===== src/rtl/hazard_ctrl.sv =====
// hazard_ctrl
//   Pipeline sequencing controller for the 5-stage RISC-V core. Generates the
//   PC / IF-ID enables, the IF-ID and ID-EX flushes and the hold of the back
//   pipeline registers from load-use hazards, taken branches and data-memory
//   waits. A data-memory wait that lasts MEM_TIMEOUT cycles raises a sticky
//   error and freezes the core until reset.
//
// Parameters
//   CNT_W        width of the saturating stall/flush performance counters
//   MEM_TIMEOUT  max consecutive wait cycles before timeout (2..255)
//
// Ports
//   clk, reset          rising-edge clock, synchronous active-low reset
//   id_rs1, id_rs2      source registers of the instruction in ID
//   id_uses_rs2         ID instruction actually reads rs2
//   ex_mem_read, ex_rd  EX instruction is a load / its destination register
//   ex_branch_taken     branch or jump resolved taken in EX
//   mem_req, mem_ready  MEM-stage data access request / completion
//   pc_write            PC register enable
//   if_id_write         IF/ID register enable
//   if_id_flush         load a NOP into IF/ID
//   id_ex_flush         load a bubble into ID/EX
//   pipe_hold           hold ID/EX, EX/MEM and MEM/WB
//   mem_err             sticky memory-timeout flag
//   stall_count         cycles with pc_write=0 (outside reset and ERR)
//   flush_count         branch flushes performed
module hazard_ctrl #(
  parameter int CNT_W       = 32,
  parameter int MEM_TIMEOUT = 16
) (
  input  logic             clk,
  input  logic             reset,
  input  logic [4:0]       id_rs1,
  input  logic [4:0]       id_rs2,
  input  logic             id_uses_rs2,
  input  logic             ex_mem_read,
  input  logic [4:0]       ex_rd,
  input  logic             ex_branch_taken,
  input  logic             mem_req,
  input  logic             mem_ready,
  output logic             pc_write,
  output logic             if_id_write,
  output logic             if_id_flush,
  output logic             id_ex_flush,
  output logic             pipe_hold,
  output logic             mem_err,
  output logic [CNT_W-1:0] stall_count,
  output logic [CNT_W-1:0] flush_count
);

  typedef enum logic [1:0] {
    RUN      = 2'd0,
    MEM_WAIT = 2'd1,
    ERR      = 2'd2
  } state_t;

  localparam logic [7:0] WAIT_LAST = 8'(MEM_TIMEOUT - 1);

  state_t     state, state_nxt;
  logic [7:0] wait_cnt, wait_cnt_nxt;
  logic       mem_err_nxt;
  logic       lu, ms;
  logic       apply_run;
  logic       flush_evt;
  logic       stall_evt;

  function automatic logic [CNT_W-1:0] sat_inc(input logic [CNT_W-1:0] v);
    if (&v) return v;
    return v + {{(CNT_W-1){1'b0}}, 1'b1};
  endfunction

  // Register x0 is hardwired to zero, so a load targeting it never creates
  // a dependency.
  assign lu = ex_mem_read && (ex_rd != 5'd0) &&
              ((ex_rd == id_rs1) || (id_uses_rs2 && (ex_rd == id_rs2)));
  assign ms = mem_req && !mem_ready;

  always_comb begin
    state_nxt    = state;
    wait_cnt_nxt = wait_cnt;
    mem_err_nxt  = mem_err;
    pc_write     = 1'b1;
    if_id_write  = 1'b1;
    if_id_flush  = 1'b0;
    id_ex_flush  = 1'b0;
    pipe_hold    = 1'b0;
    apply_run    = 1'b0;
    flush_evt    = 1'b0;

    if (!reset) begin
      state_nxt    = RUN;
      wait_cnt_nxt = 8'd0;
      mem_err_nxt  = 1'b0;
      pc_write     = 1'b0;
      if_id_write  = 1'b0;
      if_id_flush  = 1'b1;
      id_ex_flush  = 1'b1;
    end else begin
      unique case (state)
        RUN: begin
          if (ms) begin
            pc_write     = 1'b0;
            if_id_write  = 1'b0;
            pipe_hold    = 1'b1;
            state_nxt    = MEM_WAIT;
            wait_cnt_nxt = 8'd1;
          end else begin
            apply_run = 1'b1;
          end
        end
        MEM_WAIT: begin
          if (mem_ready) begin
            // Release: the held EX/ID instructions are resolved this cycle.
            apply_run = 1'b1;
            state_nxt = RUN;
          end else begin
            pc_write    = 1'b0;
            if_id_write = 1'b0;
            pipe_hold   = 1'b1;
            if (wait_cnt == WAIT_LAST) begin
              mem_err_nxt = 1'b1;
              state_nxt   = ERR;
            end else begin
              wait_cnt_nxt = wait_cnt + 8'd1;
            end
          end
        end
        ERR: begin
          pc_write    = 1'b0;
          if_id_write = 1'b0;
          pipe_hold   = 1'b1;
        end
        default: begin
          state_nxt = RUN;
        end
      endcase

      // Branch redirect wins over load-use: the dependent instruction in ID
      // is on the wrong path and gets flushed anyway.
      if (apply_run) begin
        if (ex_branch_taken) begin
          if_id_flush = 1'b1;
          id_ex_flush = 1'b1;
          flush_evt   = 1'b1;
        end else if (lu) begin
          pc_write    = 1'b0;
          if_id_write = 1'b0;
          id_ex_flush = 1'b1;
        end
      end
    end
  end

  assign stall_evt = reset && (state != ERR) && !pc_write;

  always_ff @(posedge clk) begin
    if (!reset) begin
      state       <= RUN;
      wait_cnt    <= 8'd0;
      mem_err     <= 1'b0;
      stall_count <= '0;
      flush_count <= '0;
    end else begin
      state    <= state_nxt;
      wait_cnt <= wait_cnt_nxt;
      mem_err  <= mem_err_nxt;
      if (stall_evt) stall_count <= sat_inc(stall_count);
      if (flush_evt) flush_count <= sat_inc(flush_count);
    end
  end

endmodule


===== config.mk =====
export PLATFORM = sky130hd
export DESIGN_NAME = hazard_ctrl
export DESIGN_NICKNAME = d
export VERILOG_FILES = /design/src/rtl/hazard_ctrl.sv
export SDC_FILE = /design/constraint.sdc
export NUM_CORES = 1
export LEC_CHECK = 0
export ABC_CLOCK_PERIOD_IN_PS = 5400
export BUFFER_PORTS_ARGS = -buffer_cell sky130_fd_sc_hd__buf_4
export CORE_MARGIN = 1
export CORE_UTILIZATION = 58
export DETAILED_ROUTE_END_ITERATION = 12
export PLACE_DENSITY = 0.9
export SLEW_MARGIN = 20
export SYNTH_ARGS = -nofsm -noshare
export SYNTH_HDL_FRONTEND = slang
export SYNTH_SLANG_ARGS = --single-unit
export TNS_END_PERCENT = 20

===== constraint.sdc =====
create_clock -name clk -period 5.4 [get_ports clk]
set_clock_uncertainty 0.2 [all_clocks]
set_input_delay 0.54 -clock clk [delete_from_list [all_inputs] [get_ports clk]]
set_output_delay 0.54 -clock clk [all_outputs]
set_load 0.01 [all_outputs]

==> results of run 1 <==
synthesized netlist by cell type (3+ instances only):
library cell | n | area share (%)
dfxtp_1 | 75 | 39
nor2_1 | 51 | 5.0
nand2_1 | 47 | 4.6
xnor2_1 | 27 | 6.1
xor2_1 | 26 | 5.9
nand4_1 | 24 | 3.9
nand3_1 | 23 | 3.0
a21oi_1 | 18 | 2.3
nor3_1 | 13 | 1.7
and3_1 | 12 | 2.0
o21ai_0 | 11 | 1.4
or3_1 | 11 | 1.8
and4_1 | 9 | 2.0
mux2i_1 | 9 | 2.3
nand2b_1 | 9 | 1.5
clkbuf_1 | 8 | 0.78
inv_1 | 8 | 0.78
nor4_1 | 7 | 1.1
or4_1 | 5 | 0.98
and2_1 | 4 | 0.65
buf_2 | 4 | 0.52
buf_6 | 4 | 1.2
o31ai_1 | 4 | 0.78
ha_1 | 3 | 0.98
or2_2 | 3 | 0.49
final cells by class:
class / instances / area (µm²)
clock buffer: 10 / 137.6
inverter: 9 / 33.78
tap: 77 / 96.34
clock inverter: 6 / 65.06
timing repair buffer: 91 / 683.2
sequential: 75 / 1501
multi-input combinational: 351 / 2200
fill: 459 / 1669
layer usage:
metal / track usage (%) / wire length [µm] / vias up
met4: 12.17 / 244 / 0
met2: 47.99 / 4677 / 122
li1: - / - / 1779
met3: 5.169 / 550 / 20
met5: 0 / 0 / -
met1: 33.17 / 3870 / 1723
path summary, 6_finish.rpt:
check | from | to | slack (ns) | cells after the start
worst min register to register | mem_err | mem_err | 0.25 | 2
worst max-delay path | ex_rd[1] | stall_count[28] | 2.47 | 7
worst min-delay path | mem_err | mem_err | 0.25 | 2
worst max register to register | stall_count[23] | stall_count[28] | 2.56 | 7
kinds of logic (layout without fill, tap and decap cells):
group / count (synthesis) / after routing / share of synthesized area, %
compound gates: 50 / 50 / 8.264
xor+xnor: 53 / 53 / 12.07
fa+ha+maj: 3 / 3 / 0.9760
buf+inv: 28 / 116 / 3.773
flops: 75 / 75 / 39.04
mux: 10 / 10 / 2.635
simple gates: 235 / 235 / 33.25
power groups by stage:
| stage | clock [mW] | sequential (mW) | combinational [mW] |
|---|---|---|---|
| 4_1_cts | 0.443 | 0.560 | 0.0669 |
| 5_1_grt | 0.463 | 0.561 | 0.0738 |
| 3_3_place_gp | 0 | 0.573 | 0.0648 |
| 2_1_floorplan | 0 | 0.573 | 0.0413 |
| 3_5_place_dp | 0 | 0.573 | 0.0665 |
| 6_report | 0.440 | 0.561 | 0.0669 |
critical path, stage by stage:
cell      delay (ns)
buf_4           0.13
or4_1           0.53
o2111a_1        0.25
a22oi_2         0.45
or2_1           0.69
nor4_1          0.17
mux2i_1         0.17
sequential cells by signal, indices dropped and copies added, names as in the netlist:
register / count
state: 2
wait_cnt: 8
mem_err: 1
stall_count: 32
flush_count: 32
placed cells by master (no fill, tap or decap), types with 3 or more instances in the layout:
cell,count
a21oi_1,18
and2_1,4
and3_1,12
and4_1,9
buf_4,91
clkbuf_8,10
dfxtp_1,75
ha_1,3
inv_1,8
mux2i_1,9
nand2_1,47
nand2b_1,9
nand3_1,23
nand4_1,24
nor2_1,51
nor3_1,13
nor4_1,7
o21ai_0,11
o31ai_1,4
or2_2,3
or3_1,11
or4_1,5
xnor2_1,27
xor2_1,26
metrics by stage:
| stage | instance area (µm²) | std cells | utilization [%] | power, mW | hold slack [ns] |
|---|---|---|---|---|---|
| after CTS | 4717 | 619 | 73.86 | 1.070 | 0.2593 |
| after floorplan | 3846 | 454 | - | 0.6138 | 0.2696 |
| final | 4717 | 619 | 73.86 | 1.067 | 0.2549 |
| after global placement | 4514 | 603 | 70.69 | 0.6379 | 0.2372 |
| after detailed placement | 4514 | 603 | 70.69 | 0.6400 | 0.2447 |
| after global routing | 4717 | 619 | 73.86 | 1.098 | 0.2954 |
==> flow_summary.json, run 1 <==
{
  "vias": 3644,
  "setup_viol": 0,
  "worstSetupPathType": "primary input to flop",
  "die-area_mm2": 0.006961,
  "cp.arrival_ns": 2.95,
  "rsz0062_at_grt": "no",
  "p_sw_share_pct": 24.01,
  "grt_max_degree": 56,
  "cts_tree": "built",
  "setup_tns_ns": 0,
  "p_switching_mw": 0.2562,
  "power_per_cell_area_mw_per_mm2": 226.3,
  "synth_ff_type": "dfxtp_1",
  "initial_core_util_pct": 60.23,
  "p_clk_share_pct": 41.2,
  "slew_headroom_pct": 39.75,
  "worst_pin_slew_ns": 0.9024,
  "status": "completed",
  "n_antenna_cell": 0,
  "critPathRequiredTime_ns": 5.42,
  "post-cts-setup-buffer-count": 0,
  "routed_wl_um": 9342,
  "vias_per_cell": 5.887,
  "ys_seq_elements": 75,
  "p_comb_share_pct": 6.3,
  "grt_pass1_wl_um": 15610,
  "slew_violations": 0,
  "yosysSeqAreaShare_pct": 39.04,
  "drv_cap": 0,
  "start_kind": "primary input",
  "drt_iter0_markers": 199,
  "syn2layout_area_growth_pct": 22.64,
  "antenna_left": 0,
  "synth_edf_count": 0,
  "grt_overflow": 0,
  "num_io_pins": 92,
  "die_h_um": 83.44,
  "clk_path_buf_depth": 2,
  "hold_viol": 0,
  "antenna_found_initial": 0,
  "grt_pass1_vias": 3386,
  "leakagePower_nw": 1.856,
  "dp_slack_ns": 2.101,
  "avgSynthCellArea_um2": 8.472,
  "clk_latency_ns": 0.35,
  "power.internal_mw": 0.8112,
  "wl_per_cell_um": 15.09,
  "drtPass1Iterations": 4,
  "period_share_pct": 54.22,
  "ir_drop_mv": 0.1591,
  "synth_cell_types": 58,
  "yosys_warnings": 0,
  "hpwl_um": 6713,
  "fmax_mhz": 341.6,
  "num_rows": 29,
  "drive_above_1_share_pct": 22.88,
  "clockRootBuffer": "clkbuf_8",
  "htreeDepth": 3,
  "gp_congestion": 0.9053,
  "syn-cell-area_mm2": 0.003846,
  "clk_pin_slew_ns": 0.08,
  "cp_max_fo": 27,
  "nets": 562,
  "post_cts_resized": 0,
  "fin_ws_ns": 2.472,
  "syn-instance-count": 454,
  "critPathCaptureType": "flop",
  "synth_nets": 479,
  "fp.coreArea_mm2": 0.006386,
  "async_reset_ff_share_pct": 0,
  "min_period_ns": 2.928,
  "clock_sinks": 75,
  "postCtsHoldBufs": 0,
  "io_buffers": 91,
  "hold_class": "flop to flop",
  "drcViolationCount": 0,
  "pwr-share-seq_pct": 52.5,
  "die_w_um": 83.44,
  "cts_inserted_buffers": 9,
  "grt.total_usage_pct": 27.60
}
Power figures use the tool's default switching activity.
==> inputs of run 2 (changes only) <==
--- a/config.mk
+++ b/config.mk
@@ -5,12 +5,13 @@
 export SDC_FILE = /design/constraint.sdc
 export NUM_CORES = 1
 export LEC_CHECK = 0
-export ABC_CLOCK_PERIOD_IN_PS = 5400
+export ABC_AREA = 1
+export ABC_CLOCK_PERIOD_IN_PS = 2600
 export BUFFER_PORTS_ARGS = -buffer_cell sky130_fd_sc_hd__buf_4
 export CORE_MARGIN = 1
-export CORE_UTILIZATION = 58
+export CORE_UTILIZATION = 51
 export DETAILED_ROUTE_END_ITERATION = 12
-export PLACE_DENSITY = 0.9
+export PLACE_DENSITY = 0.82
 export SLEW_MARGIN = 20
 export SYNTH_ARGS = -nofsm -noshare
 export SYNTH_HDL_FRONTEND = slang
==> constraint.sdc (replaced) <==
create_clock -name clk -period 2.6 [get_ports clk]
set_clock_uncertainty 0.2 [all_clocks]
set_input_delay 0.26 -clock clk [delete_from_list [all_inputs] [get_ports clk]]
set_output_delay 0.26 -clock clk [all_outputs]
set_load 0.01 [all_outputs]
==> run 2 against run 1 <==
Net effect: synthesized cell count increased by 75%; cell count increased by 65%; area after synthesis increased by 33%; first-iteration DRC count increased by 23%; final area increased by 29%; via count increased by 47%; routed wire length increased by 43%; sequential share of layout area decreased by 7.2 points; combinational power increased to 3.5 times the previous value; critical endpoint is now if_id_write; highest routed layer unchanged; clock power increased by 130%; worst setup slack got worse by 2.3 ns.
==> flow_summary.json, run 2 <==
{
  "status": "completed",
  "fin_util_pct": 62.28,
  "drv_cap": 0,
  "top_layer": "met4",
  "antenna_found_initial": 0,
  "worst_pin_slew_ns": 0.8823,
  "gp_congestion": 0.8963,
  "syn2layout_area_growth_pct": 18.69,
  "nets": 910,
  "final_cell_mix": "nand2_1 (243), buf_4 (101), nor2_1 (97)",
  "io_buffers": 91,
  "die_h_um": 102.3,
  "fp.coreArea_mm2": 0.009774,
  "die_w_um": 102.3,
  "drt_iter0_markers": 244,
  "ys_seq_elements": 75,
  "yosys_warnings": 0,
  "synth_most_common_cell": "nand2_1",
  "vias_per_cell": 5.253,
  "start_kind": "flop",
  "multi_input_area_mm2": 0.003123,
  "fillers": 908,
  "min_path_cells": 3,
  "power_per_cell_area_mw_per_mm2": 399.3,
  "drive_above_1_share_pct": 23.51,
  "rsz0062_at_grt": "no",
  "synth_cell_types": 38,
  "grt_max_degree": 35,
  "postCtsHoldBufs": 0,
  "htreeDepth": 3,
  "syn-instance-count": 796,
  "r2r_end": "stall_count[24]",
  "cts_tree": "built",
  "reg2reg_from": "stall_count[0]",
  "clockRootBuffer": "clkbuf_8",
  "ir_drop_mv": 0.2494,
  "grt_overflow": 0,
  "synth_common_cells": "nand2_1 (243), nor2_1 (97), inv_1 (76)",
  "hold_start": "reset",
  "num_io_pins": 92,
  "clk_pin_slew_ns": 0.08,
  "setup_viol": 0,
  "n_antenna_cell": 0,
  "dr_wl_met3_um": 1059,
  "avgSynthCellArea_um2": 6.443,
  "die-area_mm2": 0.01046,
  "fmax_mhz": 416.6,
  "synth_ff_type": "dfxtp_1",
  "period_share_pct": 92.33,
  "drtPass1Iterations": 5,
  "post_cts_resized": 0,
  "vias": 5369,
  "critPathCaptureType": "output pin",
  "reg_top3": "flush_count (32), stall_count (32), wait_cnt (8)",
  "async_reset_ff_share_pct": 0,
  "routed_wl_um": 13350,
  "critPathRequiredTime_ns": 2.14,
  "hold_viol": 0,
  "drcViolationCount": 0,
  "clock_sinks": 75,
  "leakagePower_nw": 2.348,
  "cp.arrival_ns": 1.94,
  "grt.total_usage_pct": 26.01,
  "r2r_cells": 8,
  "r2r_slack_ns": 0.30,
  "grt_pass1_wl_um": 21710,
  "synth_nets": 821,
  "grt_pass1_vias": 4862,
  "yosys.area.top_type": "dfxtp_1",
  "num_rows": 36,
  "seqCellArea_mm2": 0.001501,
  "antenna_left": 0,
  "synth.top_cell.area_share_pct": 29.28,
  "layout_commonest_cell": "nand2_1",
  "setup_tns_ns": 0,
  "slew_violations": 0,
  "wl_per_cell_um": 13.06,
  "met2WireLength_um": 6181,
  "cp_max_fo": 34,
  "clk_latency_ns": 0.36,
  "min_period_ns": 2.400,
  "hold_class": "primary input to flop",
  "clk_path_buf_depth": 2,
  "initial_core_util_pct": 52.47,
  "worstSetupPathType": "flop to output pin",
  "post-cts-setup-buffer-count": 0,
  "ys_top_cells_by_area": "dfxtp_1 (29%), nand2_1 (18%), nor2_1 (7.1%), inv_1 (5.6%), nand3_1 (5.4%)",
  "yosysSeqAreaShare_pct": 29.28,
  "slew_headroom_pct": 41.18,
  "syn-cell-area_mm2": 0.005129,
  "hold_end": "flush_count[9]",
  "synth_edf_count": 0,
  "cts_inserted_buffers": 9,
  "wl_met1_um": 5730,
  "hpwl_um": 9740
}
==> run 2: where the power goes <==
group          internal, mW  switching, mW
registers              1.16         0.0116
logic                0.0780          0.156
clock network         0.568          0.461
==> run 2: cells by family (layout without fill, tap and decap cells) <==
kind of cell	count (synthesis)	count (layout)	share of synthesized area, %
and+or+nand+nor	499	499	44.21
DFF	75	75	29.28
adders and majority gates	3	3	0.7320
AOI/OAI and AO/OA	80	81	10.49
buffers and inverters	108	200	10.00
xor gates and xnor gates	31	31	5.294
==> run 2: cell type report <==
| type | instances | share of cell area, % |
|---|---|---|
| inverters | 84 | 5.180 |
| clock inverters | 5 | 1.398 |
| well taps | 133 | 2.734 |
| clock buffers | 10 | 2.261 |
| flip-flops and latches | 75 | 24.67 |
| repair buffers | 101 | 12.46 |
| multi-input cells | 614 | 51.31 |
==> run 2: how the worst max path moves through the flow <==
stage | to | slack, ns | depth (start not counted) | from
6_report | if_id_write | 0.20 | 9 | state[1]
5_1_grt | pc_write | 0.01 | 9 | state[1]
4_1_cts | stall_count[6] | 0.07 | 9 | stall_count[0]
3_5_place_dp | stall_count[4] | 0.08 | 9 | stall_count[0]
3_3_place_gp | stall_count[5] | 0.13 | 9 | stall_count[0]
2_1_floorplan | stall_count[24] | 0.66 | 10 | stall_count[0]
==> run 2: critical path, stage by stage, from the launching register on <==
cell and delay (ns):
dfxtp_1 0.33, inv_2 0.06, nand2_1 0.11, o21ai_2 0.18, inv_2 0.06, nor2_1 0.08, nand3_1 0.14, nand2_4 0.34
inv_1 0.11, buf_4 0.16
==> run 2: metrics by stage <==
step / hold WS [ns] / instance area [µm²] / power (mW) / worst slack, ns / std cells
3_5_place_dp: 0.2453 / 5856 / 1.425 / 0.07969 / 1006
6_report: 0.02551 / 6087 / 2.431 / 0.1995 / 1022
3_3_place_gp: 0.2410 / 5856 / 1.423 / 0.1306 / 1006
5_1_grt: 0.02469 / 6087 / 2.516 / 0.01034 / 1022
2_1_floorplan: 0.2475 / 5129 / 1.374 / 0.6553 / 796
4_1_cts: 0.01729 / 6078 / 2.442 / 0.07420 / 1021
==> run 2: per-layer routing <==
layer	up-vias	track usage (%)
li1	2716	-
met1	2401	32.26
met2	219	43.62
met3	33	5.540
met4	0	10.88
met5	-	0
